[src/rtl/prbs23_gen.sv]
// Parallel PRBS-23 (x^23 + x^18 + 1) generator, WIDTH LFSR steps per enabled clock.
// Optional PRBS23_LOCKUP_GUARD_EN replaces any all-zero state load with 23'h000001.
module prbs23_gen #(
  parameter logic [22:0] SEED  = 23'h000001,
  parameter int          WIDTH = 17
) (
  input  logic             clk,
  input  logic             reset,
  input  logic             en,
  input  logic             init,
  output logic [WIDTH-1:0] data
);

`ifdef PRBS23_LOCKUP_GUARD_EN
  localparam logic [22:0] SEED_LD =
    (SEED == 23'h0) ? 23'h000001 : SEED;
`else
  localparam logic [22:0] SEED_LD = SEED;
`endif

  logic [22:0] s;
  logic [22:0] s_adv;
  logic [22:0] s_nxt;

  // Newest bit enters at s[0], so data[0] is the last generated bit.
  always_comb begin
    s_adv = s;
    for (int i = 0; i < WIDTH; i++) begin
      s_adv = {s_adv[21:0], s_adv[22] ^ s_adv[17]};
    end
`ifdef PRBS23_LOCKUP_GUARD_EN
    if (s_adv == 23'h0) begin
      s_adv = 23'h000001;
    end
`endif
  end

  always_comb begin
    s_nxt = s;
    if (init) begin
      s_nxt = SEED_LD;
    end else if (en) begin
      s_nxt = s_adv;
    end
  end

  always_ff @(posedge clk or negedge reset) begin
    if (!reset) begin
      s <= SEED_LD;
    end else begin
      s <= s_nxt;
    end
  end

  assign data = s[WIDTH-1:0];

endmodule

[config.mk]
export PLATFORM = sky130hd
export DESIGN_NAME = prbs23_gen
export DESIGN_NICKNAME = d
export VERILOG_FILES = /design/src/rtl/prbs23_gen.sv
export SDC_FILE = /design/constraint.sdc
export NUM_CORES = 1
export LEC_CHECK = 0
export CAP_MARGIN = 20
export CORE_MARGIN = 4
export CORE_UTILIZATION = 40
export DETAILED_ROUTE_END_ITERATION = 7
export PLACE_DENSITY = 0.66
export SLEW_MARGIN = 20
export SYNTH_ARGS = -nofsm -noshare
export SYNTH_HDL_FRONTEND = slang
export SYNTH_SLANG_ARGS = --single-unit
[constraint.sdc]
create_clock -name clk -period 1 [get_ports clk]
set_input_delay 0.2 -clock clk [delete_from_list [all_inputs] [get_ports clk]]
set_output_delay 0.2 -clock clk [all_outputs]
set_load 0.01 [all_outputs]
==> impl_metrics.toml <==
[timing]
relSlewSlack_pct = 87.26
setup_viol = 17
final_max_slew_viol_count = 0
hold_violations = 0
period_needed_ns = 1.164
fmax_mhz = 858.9
post-route-period-util_pct = 116.4
setup_tns_ns = -0.9587
grt_setup_unrepaired = "yes"
worst_slew_pin_slew_ns = 0.1905
skew_ns = 0.006653
setup_ws_ns = -0.1642

[synth]
ys_types = 13
netlist_instances = 110
seq_area_frac_synth_pct = 44.80
syn_area_per_cell_um2 = 11.70
netlist_area_um2 = 1287
yosysWarnings = 0
yosys_register_bits = 23
synth.net_count = 114

[cells_and_area]
area_growth_pct = 21.87
largest_reg_flops = 23
diodes = 0
layout.nets = 138
drive_gt1_share_pct = 54.89
largest_registers = "s: 23 flops"
largest_register = "s"
final_core_util_pct = 50.98

[cts]
insertion_delay_ns = 0.31
htree_levels = 1
clk_root_buffer_cell = "clkbuf_4"
cts_tree = "yes"
clock_sinks = 23
cts_buffer_depth = 2
clk_pin_slew_ns = 0.13
cts_buffers = 3

[die]
core_um2 = 3078
io_pins = 21
start_util_pct = 41.83
rows = 20
dieArea_um2 = 4191
die-height_um = 64.74
die_w_um = 64.74

[outcome]
outcome = "finished, violations left"
violations = "negative setup slack"

[grt]
grt_pass1_vias = 893
antenna_found_initial = 0
grt_usage_pct = 12.17
use_met2_pct = 18.90
grt_pass1_wl_um = 4036
busiest_layer = "met2"
gr-usage-met3_pct = 2.773
grt_max_degree = 24
grt_overflow = 0
gr-usage-met1_pct = 16.70

[setup_path]
arrival_ns = 0.96
crit_chain = "buf_6"
crit_slowest_cell = "dfstp_2"
crit_buf_inv = 1
critPathCaptureType = "output pin"
critPathMaxFanout = 2
cp-start-kind = "flop"
cpLargestDelayFamily = "flip-flops"
crit_path_max_incr_delay_ns = 0.56
critical_path_required_ns = 0.80
path_class = "reg2out"

[power]
p_leak_nw = 0.6990
p_per_area_nw_per_um2 = 1316
peakVddDrop_mv = 0.6370
finalPower_mw = 2.064

[drt]
vias = 801
drt_iter0_drc = 27
drt_first_pass_iters = 3
drc = 0
detail-route-antenna-nets = 0
wire_per_inst_um = 12.42
viasPerCell = 4.525
totalWireLength_um = 2198

[placed_design]
gp_congestion = 0.7344
hpwl_um = 1580
pre_cts_ws_ns = -0.2359
port_buffers = 20

[min_path]
hold_class = "in2async"

[run]
max-cap-violations = 0
-- kinds of logic (layout without fill, tap and decap cells) --
family          after synthesis  after routing  share of synthesized area (%)
buf+inv                      24             47                          14.19
flops                        23             23                          44.80
simple gates                 23             23                          8.746
compound gates               17             17                          16.04
xor+xnor                     17             17                          11.56
mux                           6              6                          4.665
-- worst paths after layout --
kind | start | to | slack (ns) | cells after the start
setup / recovery | s[0]$_DFFE_PN1P_ | data[0] | -0.16 | 1
hold / removal | reset | s[15]$_DFFE_PN0P_ | 0.21 | 2
setup reg to reg | s[7]$_DFFE_PN0P_ | s[1]$_DFFE_PN0P_ | 0.04 | 3
hold reg to reg | s[21]$_DFFE_PN0P_ | s[21]$_DFFE_PN0P_ | 0.56 | 2
max in group asynchronous | reset | s[0]$_DFFE_PN1P_ | 0.56 | 2
min in group clk | en | s[0]$_DFFE_PN1P_ | 0.30 | 3
-- per-stage QoR --
stage               hold slack [ns]  cell area, um^2  std cells
CTS                          0.2166             1544        180
global route                 0.1996             1569        177
global placement             0.5253             1574        173
finish                       0.2146             1569        177
detailed placement           0.5362             1574        173
floorplan                  -0.09559             1287        110
-- layer usage --
layer | vias to the layer above | part of all wire [%]
met5 | - | 0
met4 | 0 | 1.1
met3 | 4 | 4.5
met2 | 16 | 45
met1 | 384 | 49
li1 | 397 | -
-- where the power goes --
| part | switching, mW | internal [mW] | total [mW] |
|---|---|---|---|
| clock network | 0.278 | 0.156 | 0.434 |
| logic | 0.280 | 0.309 | 0.589 |
| registers | 0.0422 | 0.999 | 1.04 |
| total | 0.601 | 1.46 | 2.06 |
-- what timing repair did --
action | in CTS | in global routing
setup buffers | 3 | 0
endpoints found under the setup margin | 18 | 32
resized for setup | 69 | 9
hold buffers | 0 | 0
pin swaps | 5 | 11
-- Yosys cell counts --
cell type	n	area (um^2)
nor2_2	10	62.56
inv_1	1	3.750
buf_2	2	10.01
a211oi_2	16	200.2
nor2_1	12	45.04
xnor2_1	17	148.9
buf_4	18	135.1
dfrtp_1	22	550.5
dfstp_2	1	26.28
a31oi_1	1	6.260
nor3_1	1	5.000
mux2i_1	6	60.06
buf_6	3	33.78
-- layout by cell type (no fill, tap or decap) --
cell / netlist / final
dfrtp_1: 22 / 22
clkdlybuf4s50_1: 0 / 2
clkbuf_1: 0 / 1
buf_12: 0 / 4
a211oi_2: 16 / 16
dfstp_2: 1 / 1
nor3_1: 1 / 1
nor2_2: 10 / 10
xnor2_1: 17 / 14
clkbuf_4: 0 / 3
buf_2: 2 / 16
inv_1: 1 / 1
a31oi_1: 1 / 1
xnor2_2: 0 / 3
buf_6: 3 / 7
nor2_1: 12 / 12
mux2i_1: 6 / 6
buf_4: 18 / 13
-- layout make-up --
cell class / count / area [um^2]
Timing Repair Buffer: 42 / 356.6
Clock buffer: 4 / 26.28
Sequential cell: 23 / 576.8
Fill cell: 306 / 1509
Multi-Input combinational cell: 63 / 550.5
Tap cell: 44 / 55.05
Inverter: 1 / 3.754
(Power assumes the default switching activity.)
